==> config.mk <==
export PLATFORM = sky130hd
export DESIGN_NAME = arp_requester
export DESIGN_NICKNAME = d
export VERILOG_FILES = /design/src/rtl/arp_requester.sv
export SDC_FILE = /design/constraint.sdc
export NUM_CORES = 1
export LEC_CHECK = 0
export ABC_AREA = 1
export BUFFER_PORTS_ARGS = -buffer_cell sky130_fd_sc_hd__clkbuf_2
export CAP_MARGIN = 40
export CELL_PAD_IN_SITES_DETAIL_PLACEMENT = 1
export CELL_PAD_IN_SITES_GLOBAL_PLACEMENT = 2
export CORE_UTILIZATION = 32
export DETAILED_ROUTE_END_ITERATION = 10
export GPL_ROUTABILITY_DRIVEN = 0
export GPL_TIMING_DRIVEN = 1
export PLACE_DENSITY_LB_ADDON = 0.1
export SYNTH_ARGS = -nofsm -noshare
export SYNTH_HDL_FRONTEND = slang
export SYNTH_SLANG_ARGS = --single-unit
==> constraint.sdc <==
create_clock -name clk -period 2.85 [get_ports clk]
set_input_delay 0.285 -clock clk [delete_from_list [all_inputs] [get_ports clk]]
set_output_delay 0.285 -clock clk [all_outputs]
set_load 0.01 [all_outputs]
==> src/rtl/arp_requester.sv <==
// -----------------------------------------------------------------------------
// arp_requester
//
// ARP initiator. Accepts a target-IP resolve request, transmits a 7-word ARP
// request on a 32-bit TX stream, then watches the RX stream for the matching
// ARP reply and reports the resolved MAC. Without a reply it retransmits on
// timeout and, once the retries are used up, signals failure.
//
// Optional build macro:
//   ARP_CACHE_EN - single-entry {valid, ip, mac} cache; a request that hits
//                  the cache completes without transmitting.
//
// Parameters:
//   TIMEOUT_CYCLES - cycles to wait for a reply per attempt
//   TMO_WIDTH      - timeout counter width (TIMEOUT_CYCLES < 2**TMO_WIDTH)
//   MAX_RETRIES    - retransmissions after the first attempt before failing
//
// Ports:
//   clk, rst_n          clock, asynchronous active-low reset
//   i_req_valid/i_req_ip, o_req_ready
//                       resolve request handshake (ready only in IDLE)
//   i_local_mac/ip      own addresses, sampled at the start of each frame
//   o_tx_data/valid/last, i_tx_ready
//                       ARP request stream, last on word 6
//   i_rx_data/valid/last, o_rx_ready
//                       received ARP stream, always accepted
//   o_resolved_valid    1-cycle success pulse
//   o_resolved_mac/ip   last resolved MAC and the IP it belongs to
//   o_timeout           1-cycle failure pulse
//   o_busy              high whenever not IDLE
//   o_retry_cnt         retries used by the current request
// -----------------------------------------------------------------------------
module arp_requester #(
   parameter int TIMEOUT_CYCLES = 100000,
   parameter int TMO_WIDTH      = 20,
   parameter int MAX_RETRIES    = 3
) (
   input  logic        clk,
   input  logic        rst_n,
   input  logic        i_req_valid,
   input  logic [31:0] i_req_ip,
   output logic        o_req_ready,
   input  logic [47:0] i_local_mac,
   input  logic [31:0] i_local_ip,
   output logic [31:0] o_tx_data,
   output logic        o_tx_valid,
   output logic        o_tx_last,
   input  logic        i_tx_ready,
   input  logic [31:0] i_rx_data,
   input  logic        i_rx_valid,
   input  logic        i_rx_last,
   output logic        o_rx_ready,
   output logic        o_resolved_valid,
   output logic [47:0] o_resolved_mac,
   output logic [31:0] o_resolved_ip,
   output logic        o_timeout,
   output logic        o_busy,
   output logic [1:0]  o_retry_cnt
);

   localparam logic [TMO_WIDTH-1:0] TMO_INIT = TMO_WIDTH'(TIMEOUT_CYCLES);
   localparam logic [TMO_WIDTH-1:0] TMO_ONE  = TMO_WIDTH'(1);

   typedef enum logic [2:0] {
      S_IDLE,
      S_TX,
      S_WAIT,
      S_DONE,
      S_FAIL
   } state_t;

   state_t state, state_nxt;

   logic [31:0]          target_ip;
   logic [47:0]          tx_mac;
   logic [31:0]          tx_ip;
   logic [2:0]           tx_idx;
   logic [TMO_WIDTH-1:0] timer;
   logic [1:0]           retry_cnt;
   logic [47:0]          resolved_mac;
   logic [31:0]          resolved_ip;

   // RX parser state
   logic [2:0]           rx_cnt;
   logic                 rx_long;
   logic                 rx_good;
   logic [31:0]          rx_sha_hi;
   logic [15:0]          rx_sha_lo;

   logic                 req_fire;
   logic                 tx_fire;
   logic                 tx_done;
   logic                 timer_zero;
   logic                 retry_ok;
   logic                 rx_word_ok;
   logic                 rx_match;
   logic                 cache_hit;
   logic [31:0]          tx_word;

`ifdef ARP_CACHE_EN
   logic                 cache_valid;
   logic [31:0]          cache_ip;
   logic [47:0]          cache_mac;

   assign cache_hit = cache_valid && (i_req_ip == cache_ip);
`else
   assign cache_hit = 1'b0;
`endif

   assign req_fire   = i_req_valid && (state == S_IDLE);
   assign tx_fire    = (state == S_TX) && i_tx_ready;
   assign tx_done    = tx_fire && (tx_idx == 3'd6);
   assign timer_zero = (timer == '0);
   assign retry_ok   = (32'(retry_cnt) < MAX_RETRIES);

   // Per-word header/SPA checks; SPA straddles words 3 and 4
   always_comb begin
      rx_word_ok = 1'b1;
      case (rx_cnt)
         3'd0:    rx_word_ok = (i_rx_data == 32'h0001_0800);
         3'd1:    rx_word_ok = (i_rx_data == 32'h0604_0002);
         3'd3:    rx_word_ok = (i_rx_data[15:0]  == target_ip[31:16]);
         3'd4:    rx_word_ok = (i_rx_data[31:16] == target_ip[15:0]);
         default: rx_word_ok = 1'b1;
      endcase
   end

   // Evaluated on the W6 beat so DONE follows one cycle after the last beat
   assign rx_match = (state == S_WAIT) && i_rx_valid && i_rx_last &&
                     !rx_long && (rx_cnt == 3'd6) && rx_good &&
                     (i_rx_data == i_local_ip);

   // Next-state logic
   always_comb begin
      state_nxt = state;
      case (state)
         S_IDLE: if (req_fire) state_nxt = cache_hit ? S_DONE : S_TX;
         S_TX:   if (tx_done)  state_nxt = S_WAIT;
         S_WAIT: begin
            // A match in the expiry cycle still counts as success
            if (rx_match)        state_nxt = S_DONE;
            else if (timer_zero) state_nxt = retry_ok ? S_TX : S_FAIL;
         end
         S_DONE:  state_nxt = S_IDLE;
         S_FAIL:  state_nxt = S_IDLE;
         default: state_nxt = S_IDLE;
      endcase
   end

   // Main control / transmit / timer registers
   always_ff @(posedge clk or negedge rst_n) begin
      if (!rst_n) begin
         state        <= S_IDLE;
         target_ip    <= '0;
         tx_mac       <= '0;
         tx_ip        <= '0;
         tx_idx       <= '0;
         timer        <= '0;
         retry_cnt    <= '0;
         resolved_mac <= '0;
         resolved_ip  <= '0;
      end else begin
         state <= state_nxt;
         case (state)
            S_IDLE: begin
               if (req_fire) begin
                  target_ip <= i_req_ip;
                  retry_cnt <= '0;
                  tx_mac    <= i_local_mac;
                  tx_ip     <= i_local_ip;
                  tx_idx    <= '0;
`ifdef ARP_CACHE_EN
                  if (cache_hit) begin
                     resolved_mac <= cache_mac;
                     resolved_ip  <= cache_ip;
                  end
`endif
               end
            end
            S_TX: begin
               if (tx_fire) begin
                  tx_idx <= tx_done ? 3'd0 : tx_idx + 3'd1;
                  if (tx_done) timer <= TMO_INIT;
               end
            end
            S_WAIT: begin
               timer <= timer - TMO_ONE;
               if (rx_match) begin
                  // Visible together with the o_resolved_valid pulse in DONE
                  resolved_mac <= {rx_sha_hi, rx_sha_lo};
                  resolved_ip  <= target_ip;
               end else if (timer_zero && retry_ok) begin
                  retry_cnt <= retry_cnt + 2'd1;
                  tx_mac    <= i_local_mac;
                  tx_ip     <= i_local_ip;
                  tx_idx    <= '0;
               end
            end
            default: ;
         endcase
      end
   end

   // RX parser: runs in every state, last beat always restarts the frame
   always_ff @(posedge clk or negedge rst_n) begin
      if (!rst_n) begin
         rx_cnt    <= '0;
         rx_long   <= 1'b0;
         rx_good   <= 1'b0;
         rx_sha_hi <= '0;
         rx_sha_lo <= '0;
      end else if (i_rx_valid) begin
         rx_good <= (rx_cnt == 3'd0) ? rx_word_ok : (rx_good && rx_word_ok);
         if (rx_cnt == 3'd2) rx_sha_hi <= i_rx_data;
         if (rx_cnt == 3'd3) rx_sha_lo <= i_rx_data[31:16];
         if (i_rx_last) begin
            rx_cnt  <= '0;
            rx_long <= 1'b0;
         end else if (rx_cnt == 3'd6) begin
            // Frame runs past word 6 without last: poison it until last
            rx_long <= 1'b1;
         end else begin
            rx_cnt <= rx_cnt + 3'd1;
         end
      end
   end

`ifdef ARP_CACHE_EN
   always_ff @(posedge clk or negedge rst_n) begin
      if (!rst_n) begin
         cache_valid <= 1'b0;
         cache_ip    <= '0;
         cache_mac   <= '0;
      end else if (state == S_DONE) begin
         cache_valid <= 1'b1;
         cache_ip    <= resolved_ip;
         cache_mac   <= resolved_mac;
      end
   end
`endif

   // Request word mux; fields come from registers so data holds while stalled
   always_comb begin
      tx_word = '0;
      case (tx_idx)
         3'd0:    tx_word = 32'h0001_0800;
         3'd1:    tx_word = 32'h0604_0001;
         3'd2:    tx_word = tx_mac[47:16];
         3'd3:    tx_word = {tx_mac[15:0], tx_ip[31:16]};
         3'd4:    tx_word = {tx_ip[15:0], 16'h0000};
         3'd5:    tx_word = 32'h0000_0000;
         3'd6:    tx_word = target_ip;
         default: tx_word = '0;
      endcase
   end

   assign o_req_ready      = (state == S_IDLE);
   assign o_busy           = (state != S_IDLE);
   assign o_tx_valid       = (state == S_TX);
   assign o_tx_last        = o_tx_valid && (tx_idx == 3'd6);
   assign o_tx_data        = o_tx_valid ? tx_word : 32'h0;
   assign o_rx_ready       = 1'b1;
   assign o_resolved_valid = (state == S_DONE);
   assign o_timeout        = (state == S_FAIL);
   assign o_resolved_mac   = resolved_mac;
   assign o_resolved_ip    = resolved_ip;
   assign o_retry_cnt      = retry_cnt;

endmodule

==> summary.md, run 1 <==
| Metric | Value |
|---|---|
| Status | completed |
| CP cell instances | inv_1 > ha_1 > buf_4 > nand3_1 > a31oi_1 > clkbuf_2 |
| R2R Path Start | rx_cnt[0] |
| Post-DRT Antenna Nets | 0 |
| Worst EP arrival | 2.38 ns |
| Count of cell types in the netlist | 43 |
| Met1 WL | 23,900 um |
| Final WL | 50,500 um |
| Routed via count | 12,240 |
| Leading cell type in the layout, fill and taps excluded | nand2_1 |
| Number of flops mapped to enable cells by yosys | 0 |
| Min-Delay Path Depth | 3 |
| CP startpoint | tx_idx[0] |
| First-iteration detailed-routing DRC count | about 670 |
| Syn Area/Cell | 7.95 um^2 |
| Nets | 2,136 |
| DRC Markers | 0 |
| Area of the multi-input gates | 5110 um^2 |
| Die H | between 200 and 250 um |
| Final total power | 13.7 mW |
| Final Cell Area | roughly 17,000 um^2 |
| Vias in the first global route | approximately 13,000 |
| Via/cell ratio | ~5 |
| Xor-xnor portion of the synthesized cell area | 0.0121 |
| CP peak stage delay | 0.41 ns |
| Fin. max-slew vios | 0 |
| Met3 WL post-DR | slightly above 2000 um |
| Die area | 41,500 um^2 |
| CP Data Required Time | ~2.6 ns |
| Async S/R FF share, synth | 1.00 |
| # Max-Cap Violations | 0 |
| Final setup fails | 0 |
| Cell taking the most area after synthesis | dfrtp_1 |
| Clk slew on worst S/H paths | 0.07 ns |
| Mapped Cells | 1,638 |
| Area share of the largest cell type after synthesis | 0.525 |
| Port-buffer cells | roughly 270 |
| CTS sink cnt | 273 |
| Largest family of logic cells by synthesized area | simple AND/OR/NAND/NOR gates |
| Tcrit/Tclk final | 0.936 |
| H-tree depth | 1 |
| Clk_skew | roughly 0.029 ns |
| DP HPWL | between 30,000 and 40,000 um |
| Simple-gate share of the synthesized area | 0.234 |
| Worst VDD drop | roughly 0.00053 V |
| Finished Layout Cells | 2,519 |
| Setup TNS | 0 ns |
| Critical Path End Type | output pin |
| Register area | roughly 6800 um^2 |
| RSZ-0062 raised after global routing | false |
| Clock root cell | clkbuf_16 |
| Largest net degree at the start of global routing | 129 |
| Post-synthesis mux area share | 0.00346 |
| Measured slew at the worst slew-check pin | 0.852 ns |
| Clk_lat worst skew | approximately 0.58 ns |
| Crit-path max FO | 32 |
| Row cnt | 73 |
| Die width | 204 um |
| CTS max path bufs | 3 |
| GRT Overall Usage | 0.245 |
| Core area | between 30,000 and 40,000 um^2 |
| Top Metal Used | met5 |
| P per Cell Area | 820 nW/um^2 |
| Initial antenna violation count | 5 |
| Crit Path Category | reg -> out |
| Synthesized net count | 1,801 |
| FILL cells | between 4,000 and 5,000 |
| R2R depth | 12 |
| Compound-Gate Fraction of Synth Area | 0.129 |
| Number of I/O pins | 271 |
| CP Launch Type | flop |
| Synth-to-layout area growth | 28.1% |
| Synth Flop Type | dfrtp_1 |
| Wirelength per Cell | 20.1 um |
| Max stage delay cell, worst path | dfrtp_1 |
| Drt first pass iters | 5 |
| Layout cells sized above 1 | 0.181 |
| Dominant cells by area after synthesis | dfrtp_1 52%, nand2_1 15%, o21ai_0 6.8% |
| Overflow after GRT | 0 |
| Post-Place Cell Area | 14,900 um^2 |
| Hold WC Path Type | in -> reg |
| Hold_ws | ~0.028 ns |
| Dpl cells | roughly 2,400 |
| First-pass GRT wire length | 76,800 um |
| Adder-Cell Fraction of Synth Area | 0.0125 |
| Hold Crit Start | i_req_ip[31] |
| Met2 WL | between 20,000 and 25,000 um |
| Leakage | between 8 and 9 nW |
| F_max | about 0.37 GHz |
| Initial Util | 0.326 |
| CTS Buf Count | 31 |
| Yosys reg bits | about 270 |
| Register area share after synthesis | 0.525 |
| Most frequent cells in the layout | 516 x nand2_1, 273 x dfrtp_1, 268 x clkbuf_2 |
| CTS tree | yes |
| Ys Warns | 0 |
| Final min period | 2.67 ns |
| Syn Std Cell Area | 13,000 um^2 |
| Final hold viol count | 0 |
| Slew headroom | 0.432 |
[cell families after synthesis]
| kind of cell | Yosys count |
|---|---|
| buf+inv | 269 |
| mux | 4 |
| compound gates | 309 |
| fa+ha+maj | 13 |
| other cells | 1 |
| simple gates | 751 |
| xor+xnor | 18 |
| flops | 273 |
[sequential cells by signal, summed over array words and instances, names as in the netlist]
| signal | cells |
|---|---|
| o_resolved_mac | 48 |
| tx_mac | 48 |
| o_resolved_ip | 32 |
| rx_sha_hi | 32 |
| target_ip | 32 |
| tx_ip | 32 |
| timer | 20 |
| rx_sha_lo | 16 |
| rx_cnt | 3 |
| state | 3 |
| tx_idx | 3 |
| o_retry_cnt | 2 |
| rx_good | 1 |
| rx_long | 1 |
[power breakdown]
part           switching, mW  internal (mW)
logic                   2.56           1.29
clock network           1.61           2.14
registers              0.991           5.09
total                   5.16           8.52
[what timing repair did]
action / in CTS / in global routing
hold buffers: 81 / 0
gates cloned: 0 / 0
pin swaps: 0 / 0
endpoints found under the hold margin: 142 / 0
setup buffers: 0 / 0
setup endpoints to repair: 3 / 2
gates resized for setup: 2 / 1
[synthesized netlist by cell type (2+ instances only)]
cell / count
a21oi_1: 50
o21ai_1: 21
nor2_1: 113
buf_1: 2
a221oi_1: 12
a31oi_1: 16
o22ai_1: 26
o21ai_0: 176
inv_1: 193
nand4_1: 11
mux2_2: 4
buf_2: 18
nor4_1: 8
xnor2_1: 5
nor3_1: 13
inv_2: 2
nor2_2: 2
nand3_1: 71
clkinv_2: 2
buf_4: 11
ha_1: 13
clkbuf_1: 37
a41oi_1: 4
dfrtp_1: 273
nand2_1: 517
buf_6: 3
nand2_2: 4
nor2_4: 2
or2_2: 3
xor2_1: 13
[stage by stage]
step,utilization,setup slack (ns)
after floorplan,-,0.852
after global placement,0.374,0.327
after detailed placement,0.374,0.290
after CTS,0.418,0.0749
after global routing,0.418,0.00782
final,0.418,0.183
[area by class of cell]
class | count | share of cell area
Clock inverter | 4 | 0.00120
Sequential cell | 273 | 0.410
Clock buffer | 48 | 0.0539
Tap cell | 525 | 0.0394
Inverter | 198 | 0.0448
Antenna cell | 2 | 0.000300
Timing Repair Buffer | 373 | 0.144
Multi-Input combinational cell | 1096 | 0.306
[layer usage]
layer | vias to the layer above | GRT usage
li1 | 5903 | -
met1 | 5994 | 0.345
met2 | 274 | 0.398
met3 | 65 | 0.0353
met4 | 4 | 0.0529
met5 | - | 0
[worst max-delay path: cells and delay by family (launching register included)]
family	cells	cell delay [ns]
AO/OA/AOI/OAI	1	0.31
adder cells (fa/ha/maj)	1	0.21
buffers and inverters	3	0.69
flip-flops	1	0.41
AND/OR/NAND/NOR	1	0.19
[worst paths after layout]
check / slack [ns] / to
worst max register to register: 0.41 / o_resolved_ip[28]
worst min register to register: 0.46 / timer[2]
worst max-delay path: 0.18 / o_tx_data[2]
max in group asynchronous: 1.65 / tx_mac[6]
worst min-delay path: 0.03 / target_ip[31]
min in group asynchronous: 0.27 / o_resolved_mac[23]
(Power assumes the default switching activity.)
==> run 2, diff against run 1 <==
--- a/config.mk
+++ b/config.mk
@@ -16,5 +16,7 @@
 export GPL_TIMING_DRIVEN = 1
 export PLACE_DENSITY_LB_ADDON = 0.1
+export SLEW_MARGIN = 20
 export SYNTH_ARGS = -nofsm -noshare
 export SYNTH_HDL_FRONTEND = slang
 export SYNTH_SLANG_ARGS = --single-unit
+export TNS_END_PERCENT = 20
==> constraint.sdc (replaced) <==
create_clock -name clk -period 2.85 [get_ports clk]
set_input_delay 0.4275 -clock clk [delete_from_list [all_inputs] [get_ports clk]]
set_output_delay 0.4275 -clock clk [all_outputs]
set_load 0.01 [all_outputs]
==> run 2 against run 1 <==
Net effect: setup slack lost 0.10 ns; global-route usage about the same; worst hold slack better by 0.085 ns; clock skew decreased by 0.012 ns; final cell count fell by 2.6%; largest cell class unchanged; count of clock-buffer cells in the layout increased by 2.
==> summary.md, run 2 (synthesis gave the netlist of run 1 again) <==
| Metric | Value |
|---|---|
| Overflow after GRT | 0 (unchanged) |
| Synth-to-layout area growth | 25.1% |
| CP Data Required Time | 2.42 ns (-0.15 ns) |
| Die width | 204 um (unchanged) |
| Vias in the first global route | 12,350 (-2.9%) |
| Largest net degree at the start of global routing | 79 (-39%) |
| Worst VDD drop | 0.000363 V (-31%) |
| Drt first pass iters | 5 (unchanged) |
| Hold WC Path Type | in -> reg |
| Leakage | 8.62 nW (-1.7%) |
| Final min period | 2.77 ns (+0.103 ns) |
| Post-DRT Antenna Nets | 0 (unchanged) |
| Final setup fails | 0 (unchanged) |
| Routed via count | 11,969 (-2.2%) |
| Register area | 6830 um^2 (about the same) |
| RSZ-0062 raised after global routing | false |
| CTS max path bufs | 3 (unchanged) |
| CP Launch Type | flop |
| Final WL | 50,200 um (-0.75%) |
| DP HPWL | 39,100 um (+2.1%) |
| DRC Markers | 0 (unchanged) |
| CTS tree | yes |
| Clk_skew | 0.0171 ns (-0.0121 ns) |
| Measured slew at the worst slew-check pin | 0.843 ns (-0.00824 ns) |
| Die area | 41,500 um^2 (unchanged) |
| Wirelength per Cell | 20.4 um (+1.9%) |
| Hold_ws | 0.113 ns (+0.0848 ns) |
| Leading cell type in the layout, fill and taps excluded | nand2_1 |
| Die H | 204 um (unchanged) |
| GRT Overall Usage | 0.245 (about the same) |
| Area of the multi-input gates | 5150 um^2 (+0.76%) |
| Fin. max-slew vios | 0 (unchanged) |
| Initial antenna violation count | 3 (-2) |
| First-iteration detailed-routing DRC count | 758 (+12%) |
| Slew headroom | 0.438 (+0.00549) |
| Most frequent cells in the layout | 516 x nand2_1, 272 x dfrtp_1, 268 x clkbuf_2 |
| Status | completed |
| Setup TNS | 0 ns (unchanged) |
| Clock root cell | clkbuf_16 |
| H-tree depth | 2 (+1) |
| Number of I/O pins | 271 (unchanged) |
| Critical Path End Type | output pin |
| CTS Buf Count | 34 (+9.7%) |
| Core area | 39,900 um^2 (unchanged) |
| Max stage delay cell, worst path | dfrtp_2 |
| Final hold viol count | 0 (unchanged) |
| CP peak stage delay | 0.48 ns (+0.07 ns) |
| Clk slew on worst S/H paths | 0.06 ns (about the same) |
| Final worst slack | 0.0800 ns (-0.103 ns) |
| Final total power | 14.7 mW (+7.5%) |
| First-pass GRT wire length | 76,100 um (-0.86%) |
| Layout cells sized above 1 | 0.200 (+0.0185) |
| CP most frequent cell | nand2_1 |
| Crit Path Category | reg -> out |
| CTS sink cnt | 273 (unchanged) |
| Tcrit/Tclk final | 0.972 (+0.0362) |
| # Max-Cap Violations | 0 (unchanged) |
| Clk_lat worst skew | 0.54 ns (-0.04 ns) |
| Crit-path max FO | 15 (-53%) |
| Initial Util | 0.326 (unchanged) |
| P per Cell Area | 903 nW/um^2 (+10%) |
| Port-buffer cells | 269 (unchanged) |
| Pre-CTS setup slack | 0.233 ns (-0.0573 ns) |
| CP cell instances | clkinv_1 > buf_6 > nand2_1 > o2111ai_1 > nand2_1 > buf_4 > a31oi_1 > clkbuf_2 |
| F_max | 0.361 GHz (-3.7%) |
| Via/cell ratio | 4.88 (+0.38%) |
| FILL cells | 4,851 (-0.61%) |
| Layout Utilization | 0.408 (-0.00988) |
| Row cnt | 73 (unchanged) |
| Worst EP arrival | 2.34 ns (-0.04 ns) |
| Nets | 2,067 (-3.2%) |
-- run 2: changes by cell type in the layout (fill, tap and decap cells not counted), sizes merged --
cell / before / now
diode: 2 / 1
clkinvlp: 0 / 1
buf: 24 / 32
dlygate4sd3: 81 / 1
clkbuf: 316 / 318
bufinv: 0 / 5
-- run 2: per-stage QoR --
step	cells	instance area (um^2)
global route	2454	16300
finish	2454	16300
CTS	2451	16200
global placement	2390	15000
floorplan	1638	13000
detailed placement	2390	15000
-- run 2: worst paths after layout --
check	start	to	slack (ns)	depth (start not counted)
min in group asynchronous	rst_n	o_resolved_mac[22]	0.45	2
min	i_local_mac[21]	tx_mac[21]	0.11	3
max	tx_idx[2]	o_tx_data[1]	0.08	8
max in group asynchronous	rst_n	o_resolved_mac[43]	1.53	3
min reg2reg	o_resolved_mac[35]	o_resolved_mac[35]	0.47	2
max reg2reg	timer[0]	tx_mac[20]	0.38	9
-- run 2: timing repair --
item | CTS | global route
gates resized for setup | 6 | 6
setup endpoints to repair | 27 | 21
hold buffers | 1 | 0
setup buffers | 0 | 2
hold endpoints to repair | 67 | 0
-- run 2: report_power, final --
group	switching, mW	internal, mW	leakage [nW]	total, mW
clock network	1.72	2.92	0.582	4.63
registers	1.07	5.09	3.47	6.16
logic	2.60	1.31	4.57	3.91
total	5.39	9.32	8.62	14.7
-- run 2: area by class of cell --
cell class,instances,share of cell area
diodes,1,0.000154
clock buffers,50,0.0623
clock inverters,10,0.0109
inverters,198,0.0461
multi-input cells,1096,0.316
flip-flops and latches,273,0.420
well taps,525,0.0403
repair buffers,301,0.104
-- run 2: worst max-delay path, delay by kind of cell (launching register included) --
kind | cells | cell delay (ns)
AOI/OAI and AO/OA | 2 | 0.41
buffers and inverters | 4 | 0.65
DFF | 1 | 0.48
and+or+nand+nor | 2 | 0.26
-- run 2: layer usage --
layer / global-route usage / vias up / part of all wire
met5: 0 / - / 0.00026
met4: 0.0738 / 2 / 0.023
met3: 0.0336 / 72 / 0.043
met2: 0.385 / 292 / 0.45
met1: 0.350 / 5816 / 0.48
li1: - / 5787 / -
